**config.mk**
```make
export PLATFORM = sky130hd
export DESIGN_NAME = router_in_ctrl_flat
export DESIGN_NICKNAME = d
export VERILOG_FILES = /design/src/rtl/router_pkg.sv /design/src/rtl/router_in_ctrl_if.sv /design/src/rtl/router_timeout.sv /design/src/rtl/router_in_ctrl.sv /design/src/flat_wrapper.sv
export SDC_FILE = /design/constraint.sdc
export NUM_CORES = 1
export LEC_CHECK = 0
export ABC_AREA = 0
export ABC_CLOCK_PERIOD_IN_PS = 2670
export CORE_AREA = 8 8 87 89
export CTS_CLUSTER_DIAMETER = 200
export DETAILED_ROUTE_END_ITERATION = 16
export DIE_AREA = 0 0 95 97
export HOLD_SLACK_MARGIN = 0.06
export PLACE_DENSITY = 0.9
export SLEW_MARGIN = 20
export SYNTH_ARGS = -nofsm -noshare
export SYNTH_HDL_FRONTEND = slang
export SYNTH_HIERARCHICAL = 1
export SYNTH_SLANG_ARGS = --single-unit
```
**constraint.sdc**
```tcl
create_clock -name clk -period 2.67 [get_ports clk]
set_clock_uncertainty 0.15 [all_clocks]
set_input_delay 0.534 -clock clk [delete_from_list [all_inputs] [get_ports clk]]
set_output_delay 0.534 -clock clk [all_outputs]
set_load 0.03 [all_outputs]
```
**src/rtl/router_pkg.sv**
```systemverilog
// Shared types and header-field constants for the 1x3 router input controller.
package router_pkg;

    typedef enum logic [2:0] {
        DECODE,
        WAIT_EMPTY,
        LFD,
        LOAD_HDR,
        LOAD_DATA,
        LOAD_PARITY,
        CHECK,
        DROP
    } state_e;

    localparam logic [1:0]  ADDR_INVALID = 2'b11;
    localparam int unsigned HDR_LEN_MSB  = 7;
    localparam int unsigned HDR_LEN_LSB  = 2;
    localparam int unsigned HDR_ADDR_MSB = 1;
    localparam int unsigned N_PORTS      = 3;

endpackage

```
**src/rtl/router_in_ctrl_if.sv**
```systemverilog
// Source-side byte stream plus output-FIFO control bundle of the router input controller.
interface router_in_ctrl_if #(
    parameter int unsigned DATA_W = 8
) ();

    logic                          pkt_valid;
    logic [DATA_W-1:0]             data_in;
    logic                          busy;
    logic [router_pkg::N_PORTS-1:0] fifo_full;
    logic [router_pkg::N_PORTS-1:0] fifo_empty;
    logic [router_pkg::N_PORTS-1:0] read_en;
    logic [router_pkg::N_PORTS-1:0] fifo_we;
    logic [DATA_W-1:0]             fifo_din;
    logic                          lfd_state;
    logic [router_pkg::N_PORTS-1:0] vld_out;
    logic [router_pkg::N_PORTS-1:0] soft_rst;
    logic                          parity_done;
    logic                          err;

    // Controller side.
    modport slave (
        input  pkt_valid, data_in, fifo_full, fifo_empty, read_en,
        output busy, fifo_we, fifo_din, lfd_state, vld_out, soft_rst, parity_done, err
    );

    // Environment side: source, FIFOs and readers.
    modport master (
        output pkt_valid, data_in, fifo_full, fifo_empty, read_en,
        input  busy, fifo_we, fifo_din, lfd_state, vld_out, soft_rst, parity_done, err
    );

endinterface

```
**src/rtl/router_timeout.sv**
```systemverilog
// Per-port reader-stall timer: pulses soft_rst_o after TIMEOUT cycles of unread valid data.
module router_timeout #(
    parameter int unsigned TIMEOUT = 30,
    parameter int unsigned TO_W    = 5
) (
    input  logic clk,
    input  logic rstn,
    input  logic vld_i,
    input  logic read_en_i,
    input  logic empty_i,
    output logic soft_rst_o
);

    logic [TO_W-1:0] cnt_q, cnt_d;
    logic            hit;

    assign hit        = (cnt_q == TO_W'(TIMEOUT));
    assign soft_rst_o = hit;

    always_comb begin
        cnt_d = cnt_q;
        if (read_en_i || empty_i || hit) begin
            cnt_d = '0;
        end else if (vld_i) begin
            cnt_d = cnt_q + 1'b1;
        end
    end

    always_ff @(posedge clk) begin
        if (!rstn) begin
            cnt_q <= '0;
        end else begin
            cnt_q <= cnt_d;
        end
    end

endmodule

```
**src/rtl/router_in_ctrl.sv**
```systemverilog
// Router input controller: header decode, FIFO steering, parity check and stall timeouts.
// Optional ROUTER_PKT_STATS_EN adds saturating packet and parity-error counters.
module router_in_ctrl
    import router_pkg::*;
#(
    parameter int unsigned DATA_W  = 8,
    parameter int unsigned TIMEOUT = 30,
    parameter int unsigned TO_W    = 5
) (
    input  logic            clk,
    input  logic            rstn,
    router_in_ctrl_if.slave bus
`ifdef ROUTER_PKT_STATS_EN
    ,
    output logic [15:0]     pkt_cnt,
    output logic [15:0]     err_cnt
`endif
);

    state_e            state_q, state_d;
    logic [DATA_W-1:0] hdr_q, hdr_d;
    logic [DATA_W-1:0] par_q, par_d;
    logic [DATA_W-1:0] rxp_q, rxp_d;
    logic [1:0]        addr_q, addr_d;
    logic [6:0]        cnt_q, cnt_d;
    logic              err_q, err_d;

    logic [5:0]         hdr_len;
    logic [1:0]         hdr_addr;
    logic [N_PORTS:0]   empty_x, full_x, srst_x;
    logic [N_PORTS-1:0] srst;
    logic               full_a, srst_a;
    logic               busy, wr, lfd, pdone;
    logic [DATA_W-1:0]  din;

    assign hdr_len  = bus.data_in[HDR_LEN_MSB:HDR_LEN_LSB];
    assign hdr_addr = bus.data_in[HDR_ADDR_MSB:0];

    // Padded to four entries so the invalid address indexes a harmless slot.
    assign empty_x = {1'b1, bus.fifo_empty};
    assign full_x  = {1'b0, bus.fifo_full};
    assign srst_x  = {1'b0, srst};
    assign full_a  = full_x[addr_q];
    assign srst_a  = srst_x[addr_q];

    for (genvar i = 0; i < N_PORTS; i++) begin : g_to
        router_timeout #(
            .TIMEOUT (TIMEOUT),
            .TO_W    (TO_W)
        ) u_to (
            .clk        (clk),
            .rstn       (rstn),
            .vld_i      (!bus.fifo_empty[i]),
            .read_en_i  (bus.read_en[i]),
            .empty_i    (bus.fifo_empty[i]),
            .soft_rst_o (srst[i])
        );
    end

    always_comb begin
        state_d = state_q;
        hdr_d   = hdr_q;
        addr_d  = addr_q;
        cnt_d   = cnt_q;
        par_d   = par_q;
        rxp_d   = rxp_q;
        err_d   = err_q;
        busy    = 1'b1;
        wr      = 1'b0;
        din     = '0;
        lfd     = 1'b0;
        pdone   = 1'b0;

        unique case (state_q)
            DECODE: begin
                busy = 1'b0;
                if (bus.pkt_valid) begin
                    hdr_d  = bus.data_in;
                    addr_d = hdr_addr;
                    cnt_d  = {1'b0, hdr_len};
                    par_d  = bus.data_in;
                    err_d  = 1'b0;
                    if (hdr_addr == ADDR_INVALID) begin
                        cnt_d   = {1'b0, hdr_len} + 7'd1;
                        state_d = DROP;
                    end else if (!empty_x[hdr_addr]) begin
                        state_d = WAIT_EMPTY;
                    end else begin
                        state_d = LFD;
                    end
                end
            end

            WAIT_EMPTY: begin
                if (empty_x[addr_q]) state_d = LFD;
            end

            // A flush before any payload is taken drops len payload bytes plus parity.
            LFD: begin
                if (srst_a) begin
                    cnt_d   = cnt_q + 7'd1;
                    state_d = DROP;
                end else begin
                    lfd     = 1'b1;
                    state_d = LOAD_HDR;
                end
            end

            LOAD_HDR: begin
                if (srst_a) begin
                    cnt_d   = cnt_q + 7'd1;
                    state_d = DROP;
                end else if (!full_a) begin
                    wr      = 1'b1;
                    din     = hdr_q;
                    state_d = (cnt_q != '0) ? LOAD_DATA : LOAD_PARITY;
                end
            end

            LOAD_DATA: begin
                busy = full_a || srst_a;
                if (srst_a) begin
                    cnt_d   = cnt_q + 7'd1;
                    state_d = DROP;
                end else if (bus.pkt_valid && !full_a) begin
                    wr    = 1'b1;
                    din   = bus.data_in;
                    par_d = par_q ^ bus.data_in;
                    cnt_d = cnt_q - 7'd1;
                    if (cnt_q == 7'd1) state_d = LOAD_PARITY;
                end
            end

            LOAD_PARITY: begin
                busy = full_a || srst_a;
                if (srst_a) begin
                    cnt_d   = 7'd1;
                    state_d = DROP;
                end else if (bus.pkt_valid && !full_a) begin
                    wr      = 1'b1;
                    din     = bus.data_in;
                    rxp_d   = bus.data_in;
                    state_d = CHECK;
                end
            end

            CHECK: begin
                pdone   = 1'b1;
                err_d   = (par_q != rxp_q);
                state_d = DECODE;
            end

            DROP: begin
                busy = 1'b0;
                if (bus.pkt_valid) begin
                    cnt_d = cnt_q - 7'd1;
                    if (cnt_q == 7'd1) state_d = DECODE;
                end
            end

            default: state_d = DECODE;
        endcase
    end

    always_ff @(posedge clk) begin
        if (!rstn) begin
            state_q <= DECODE;
            hdr_q   <= '0;
            par_q   <= '0;
            rxp_q   <= '0;
            addr_q  <= '0;
            cnt_q   <= '0;
            err_q   <= 1'b0;
        end else begin
            state_q <= state_d;
            hdr_q   <= hdr_d;
            par_q   <= par_d;
            rxp_q   <= rxp_d;
            addr_q  <= addr_d;
            cnt_q   <= cnt_d;
            err_q   <= err_d;
        end
    end

    assign bus.busy        = busy;
    assign bus.fifo_we     = wr ? (N_PORTS'(1) << addr_q) : '0;
    assign bus.fifo_din    = din;
    assign bus.lfd_state   = lfd;
    assign bus.vld_out     = ~bus.fifo_empty;
    assign bus.soft_rst    = srst;
    assign bus.parity_done = pdone;
    assign bus.err         = err_q;

`ifdef ROUTER_PKT_STATS_EN
    logic [15:0] pkt_cnt_q, err_cnt_q;

    always_ff @(posedge clk) begin
        if (!rstn) begin
            pkt_cnt_q <= '0;
            err_cnt_q <= '0;
        end else if (state_q == CHECK) begin
            if (pkt_cnt_q != '1) pkt_cnt_q <= pkt_cnt_q + 16'd1;
            if ((par_q != rxp_q) && (err_cnt_q != '1)) err_cnt_q <= err_cnt_q + 16'd1;
        end
    end

    assign pkt_cnt = pkt_cnt_q;
    assign err_cnt = err_cnt_q;
`endif

endmodule

```
**src/flat_wrapper.sv**
```systemverilog
// flat-port wrapper written by rule: the top's interface ports become plain ports
module router_in_ctrl_flat import router_pkg::*;
#(
    parameter int unsigned DATA_W  = 8,
    parameter int unsigned TIMEOUT = 30,
    parameter int unsigned TO_W    = 5
)
  (clk, rstn, bus_pkt_valid, bus_data_in, bus_fifo_full, bus_fifo_empty, bus_read_en, bus_busy, bus_fifo_we, bus_fifo_din, bus_lfd_state, bus_vld_out, bus_soft_rst, bus_parity_done, bus_err);
  router_in_ctrl_if #(.DATA_W(DATA_W)) bus_i ();
  input  logic clk;
  input  logic rstn;
  input wire logic [$bits(bus_i.pkt_valid)-1:0] bus_pkt_valid;
  input wire logic [$bits(bus_i.data_in)-1:0] bus_data_in;
  input wire logic [$bits(bus_i.fifo_full)-1:0] bus_fifo_full;
  input wire logic [$bits(bus_i.fifo_empty)-1:0] bus_fifo_empty;
  input wire logic [$bits(bus_i.read_en)-1:0] bus_read_en;
  output wire logic [$bits(bus_i.busy)-1:0] bus_busy;
  output wire logic [$bits(bus_i.fifo_we)-1:0] bus_fifo_we;
  output wire logic [$bits(bus_i.fifo_din)-1:0] bus_fifo_din;
  output wire logic [$bits(bus_i.lfd_state)-1:0] bus_lfd_state;
  output wire logic [$bits(bus_i.vld_out)-1:0] bus_vld_out;
  output wire logic [$bits(bus_i.soft_rst)-1:0] bus_soft_rst;
  output wire logic [$bits(bus_i.parity_done)-1:0] bus_parity_done;
  output wire logic [$bits(bus_i.err)-1:0] bus_err;
  assign bus_i.pkt_valid = bus_pkt_valid;
  assign bus_i.data_in = bus_data_in;
  assign bus_i.fifo_full = bus_fifo_full;
  assign bus_i.fifo_empty = bus_fifo_empty;
  assign bus_i.read_en = bus_read_en;
  assign bus_busy = bus_i.busy;
  assign bus_fifo_we = bus_i.fifo_we;
  assign bus_fifo_din = bus_i.fifo_din;
  assign bus_lfd_state = bus_i.lfd_state;
  assign bus_vld_out = bus_i.vld_out;
  assign bus_soft_rst = bus_i.soft_rst;
  assign bus_parity_done = bus_i.parity_done;
  assign bus_err = bus_i.err;
  router_in_ctrl #(.DATA_W(DATA_W), .TIMEOUT(TIMEOUT), .TO_W(TO_W)) u_core (.clk(clk), .rstn(rstn), .bus(bus_i));
endmodule
```
==> results.py <==
metrics = {
    "logic_synthesis": {
        "number_of_synthesized_register_bits": 50,
        "synthesis.instances": 427,
        "commonest_register_cell_after_synthesis": "sky130_fd_sc_hd__dfxtp_1",
        "synth-simple-area-share_pct": 24.83,
        "synth_seq_area_share_pct": 30.01,
        "synth_enable_flop_cells": 0,
        "async_flop_share_pct": 0,
        "synthesis.area_sq_um": 3336,
        "synth_top_family_by_area": "simple AND/OR/NAND/NOR gates",
        "syn-mean-instance-area_sq_um": 7.812,
        "synth-adder-area-share_pct": 3.751,
        "synth.area.mux_share_pct": 5.664,
        "postSynthNetCount": 457,
        "synth_cell_type_count": 59,
        "compound_gate_fraction_of_synth_area_pct": 20.44,
        "post_synth_xor_area_fraction_pct": 9.715,
        "synth_warnings": 6,
    },
    "power_and_ir_drop": {
        "clock_power_share_pct": 17.4,
        "power_w": 0.003255,
        "power_switching_w": 0.001432,
        "sw_frac_of_total_pct": 44.01,
        "p_comb_share_pct": 50.4,
        "cellInternalPower_w": 0.001822,
        "leakage_nw": 1.621,
        "power.density_nw_per_um2": 734.6,
        "pwr-share-seq_pct": 32.2,
        "vdd_ir_drop_max_v": 0.0004782,
    },
    "timing": {
        "number_of_failing_hold_endpoints_at_the_final_stage": 0,
        "maxClockFrequency_ghz": 0.3541,
        "final-max-slew-violation-count": 0,
        "timing_worst_slew_pin_value_ns": 0.6286,
        "post-route-worst-setup-slack_ns": -0.1544,
        "timing.max_slew.rel_slack_pct": 57.99,
        "report.final.setup_viol": 12,
        "timing.setup.tns_ns": -1.429,
        "period_needed_ns": 2.824,
        "final_min_period_over_clock_period_pct": 105.8,
        "finalHoldWorstSlack_ns": 0.3149,
        "grt_setup_unrepaired": "true",
    },
    "detailed_routing": {
        "detailedRoute.firstIterationViolations": 482,
        "route.antenna.remaining_nets": 0,
        "via_per_inst": 6.281,
        "num_vias": 3599,
        "avgRoutedWirePerCell_um": 18.70,
        "detail_route.wirelength_um": 10720,
        "drc_errors": 0,
        "firstDrtPassIters": 6,
    },
    "floorplanning": {
        "die_y_um": 97,
        "initial_core_util_pct": 53.76,
        "floorplan.die_area_sq_um": 9215,
        "core-area_sq_um": 6205,
        "top_level_ports": 41,
        "dieWidth_um": 95,
        "rows": 29,
    },
    "outcome": {
        "outcome": "complete, but fails checks",
        "failing_checks": "negative setup slack",
    },
    "clock_tree": {
        "clock_tree.htree_level_count": 2,
        "cts_buffer_depth": 2,
        "cts.root.buffer_cell": "sky130_fd_sc_hd__clkbuf_8",
        "clkLatencyLatePin_ns": 0.32,
        "clock_slew_seen_by_the_registers_of_the_worst_setup_and_hold_paths_ns": 0.10,
        "cts_tree": "done",
        "clock_sinks": 50,
        "cts_buffers": 5,
    },
    "global_routing": {
        "number_of_global_route_vias_before_repair": 3513,
        "grt_usage_pct": 22.47,
        "antenna_violations_before_repair": 0,
        "grt_overflow": 0,
        "global_route_wire_length_before_repair_um": 16950,
        "largest_net_degree_at_the_start_of_global_routing": 29,
    },
    "cells_and_area": {
        "filler_cell_count": 409,
        "post-route-cell-area_sq_um": 4431,
        "final_layout_size_suffix_gt1_share_pct": 24.80,
        "nets": 525,
        "fin_cells": 573,
        "antennaDiodeCount": 0,
        "syn_to_final_growth_pct": 32.82,
    },
    "run": {
        "timing.max_cap.violations": 0,
    },
    "critical_path": {
        "critical_path.endpoint_type": "output pin",
        "critical_path.max_fanout": 7,
        "worst_ep_required_ns": 1.99,
        "critical_path_start_type": "register",
        "worst-endpoint-arrival_ns": 2.14,
        "timing_worst_setup_path_type": "reg -> out",
    },
    "placement": {
        "place_hpwl_um": 6904,
        "place.port_buffers": 40,
        "area_of_placed_instances_sq_um": 3980,
        "place.gp.congestion": 0.9001,
        "post-place-cells": 547,
    },
    "min_path": {
        "hold_class": "reg -> reg",
    },
}
metal layers:
layer | vias to the layer above | global-route usage [%] | part of all wire, %
li1 | 1639 | - | -
met1 | 1673 | 26.39 | 37
met4 | 0 | 10.70 | 5.3
met5 | - | 0 | 0
met2 | 224 | 37.79 | 49
met3 | 63 | 4.250 | 9.0
cells in the final DEF (no fill, tap or decap), types with 11 or more instances in the layout:
master	synthesis	routed
sky130_fd_sc_hd__a21oi_1	19	19
sky130_fd_sc_hd__buf_4	1	47
sky130_fd_sc_hd__buf_6	2	15
sky130_fd_sc_hd__clkdlybuf4s50_1	0	23
sky130_fd_sc_hd__dfxtp_1	50	43
sky130_fd_sc_hd__mux2i_1	11	11
sky130_fd_sc_hd__nand2_1	56	53
sky130_fd_sc_hd__nand3_1	21	21
sky130_fd_sc_hd__nor2_1	52	46
sky130_fd_sc_hd__o21ai_1	13	13
sky130_fd_sc_hd__xnor2_1	28	28
registers in the layout, summed over array words and instances (netlist names):
register and cells:
u_core/g_to.u_to/cnt_q 15, u_core/par_q 8, u_core/state_q 3, u_core/hdr_q 8, u_core/bus.err 1, u_core/rxp_q 8, u_core/cnt_q 7
metrics by stage:
stage	utilization, %	worst slack (ns)
final	71.41	-0.1544
after CTS	69.53	-0.1456
after global placement	64.15	-0.09188
after detailed placement	64.15	-0.1055
after floorplan	-	-0.1170
after global routing	71.41	-0.2237
synth_stat cells, drive strengths merged, types with 4 or more instances:
master | number | area, sq um
a211oi | 6 | 50.05
a21boi | 5 | 37.54
a21oi | 19 | 95.09
a22o | 9 | 78.83
a31oi | 4 | 25.02
buf | 14 | 81.33
clkbuf | 15 | 56.30
dfxtp | 50 | 1001
ha | 10 | 125.1
inv | 11 | 41.29
mux2i | 13 | 155.2
nand2 | 59 | 229.0
nand3 | 21 | 105.1
nand4 | 8 | 50.05
nor2 | 52 | 195.2
nor2b | 4 | 25.02
nor3 | 10 | 77.57
o211ai | 9 | 72.57
o21ai | 23 | 122.6
o31ai | 4 | 43.79
or3 | 4 | 25.02
xnor2 | 28 | 245.2
xor2 | 9 | 78.83
area by class of cell:
cell class,instances,area (sq um),share of cell area [%]
Clock buffer,5,68.82,1.553
Clock inverter,3,47.55,1.073
Inverter,13,52.55,1.186
Multi-Input combinational cell,335,2318,52.33
Sequential cell,50,1017,22.96
Tap cell,77,96.34,2.175
Timing Repair Buffer,90,829.5,18.72
critical path, stage by stage, from the launching register on:
cell and delay (ns):
sky130_fd_sc_hd__dfxtp_2 0.33, sky130_fd_sc_hd__inv_2 0.08, sky130_fd_sc_hd__ha_4 0.15, sky130_fd_sc_hd__nand2_4 0.05, sky130_fd_sc_hd__nor2_4 0.13, sky130_fd_sc_hd__mux2i_4 0.09
sky130_fd_sc_hd__o21ai_2 0.17, sky130_fd_sc_hd__buf_12 0.14, sky130_fd_sc_hd__nor3_4 0.05, sky130_fd_sc_hd__buf_6 0.14, sky130_fd_sc_hd__buf_12 0.12, sky130_fd_sc_hd__a22o_1 0.22
sky130_fd_sc_hd__buf_6 0.14
path summary, 6_finish.rpt:
kind | start | endpoint | slack (ns) | cells after the start
max | u_core/g_to[2].u_to/cnt_q[0]$_SDFFE_PP0P_ | bus_fifo_din[4] | -0.15 | 12
min | u_core/hdr_q[2]$_SDFFE_PN0P_ | u_core/hdr_q[2]$_SDFFE_PN0P_ | 0.31 | 2
max reg2reg | u_core/state_q[2]$_SDFFE_PN0P_ | u_core/par_q[7]$_SDFFE_PN0P_ | 0.16 | 6
min reg2reg | u_core/hdr_q[2]$_SDFFE_PN0P_ | u_core/hdr_q[2]$_SDFFE_PN0P_ | 0.31 | 2
power by group through the flow:
| stage | sequential, W | clock (W) | combinational [W] |
|---|---|---|---|
| after global routing | 0.00106 | 0.000599 | 0.00174 |
| final | 0.00105 | 0.000567 | 0.00164 |
| after global placement | 0.00104 | 0 | 0.00142 |
| after floorplan | 0.000943 | 0 | 0.00118 |
| after CTS | 0.00104 | 0.000570 | 0.00153 |
| after detailed placement | 0.00105 | 0 | 0.00148 |
logic make-up after synthesis:
group / Yosys count
XOR/XNOR: 37
AO/OA/AOI/OAI: 96
adder cells (fa/ha/maj): 10
buffers and inverters: 42
flip-flops: 50
AND/OR/NAND/NOR: 176
multiplexers: 16
what timing repair did:
action / CTS / global route
buffers inserted: 14 / 6
hold buffers: 0 / 0
pin swaps: 18 / 13
setup endpoints to repair: 12 / 23
endpoints found under the hold margin: 0 / 0
resized for setup: 39 / 20
(Power assumes the default switching activity.)
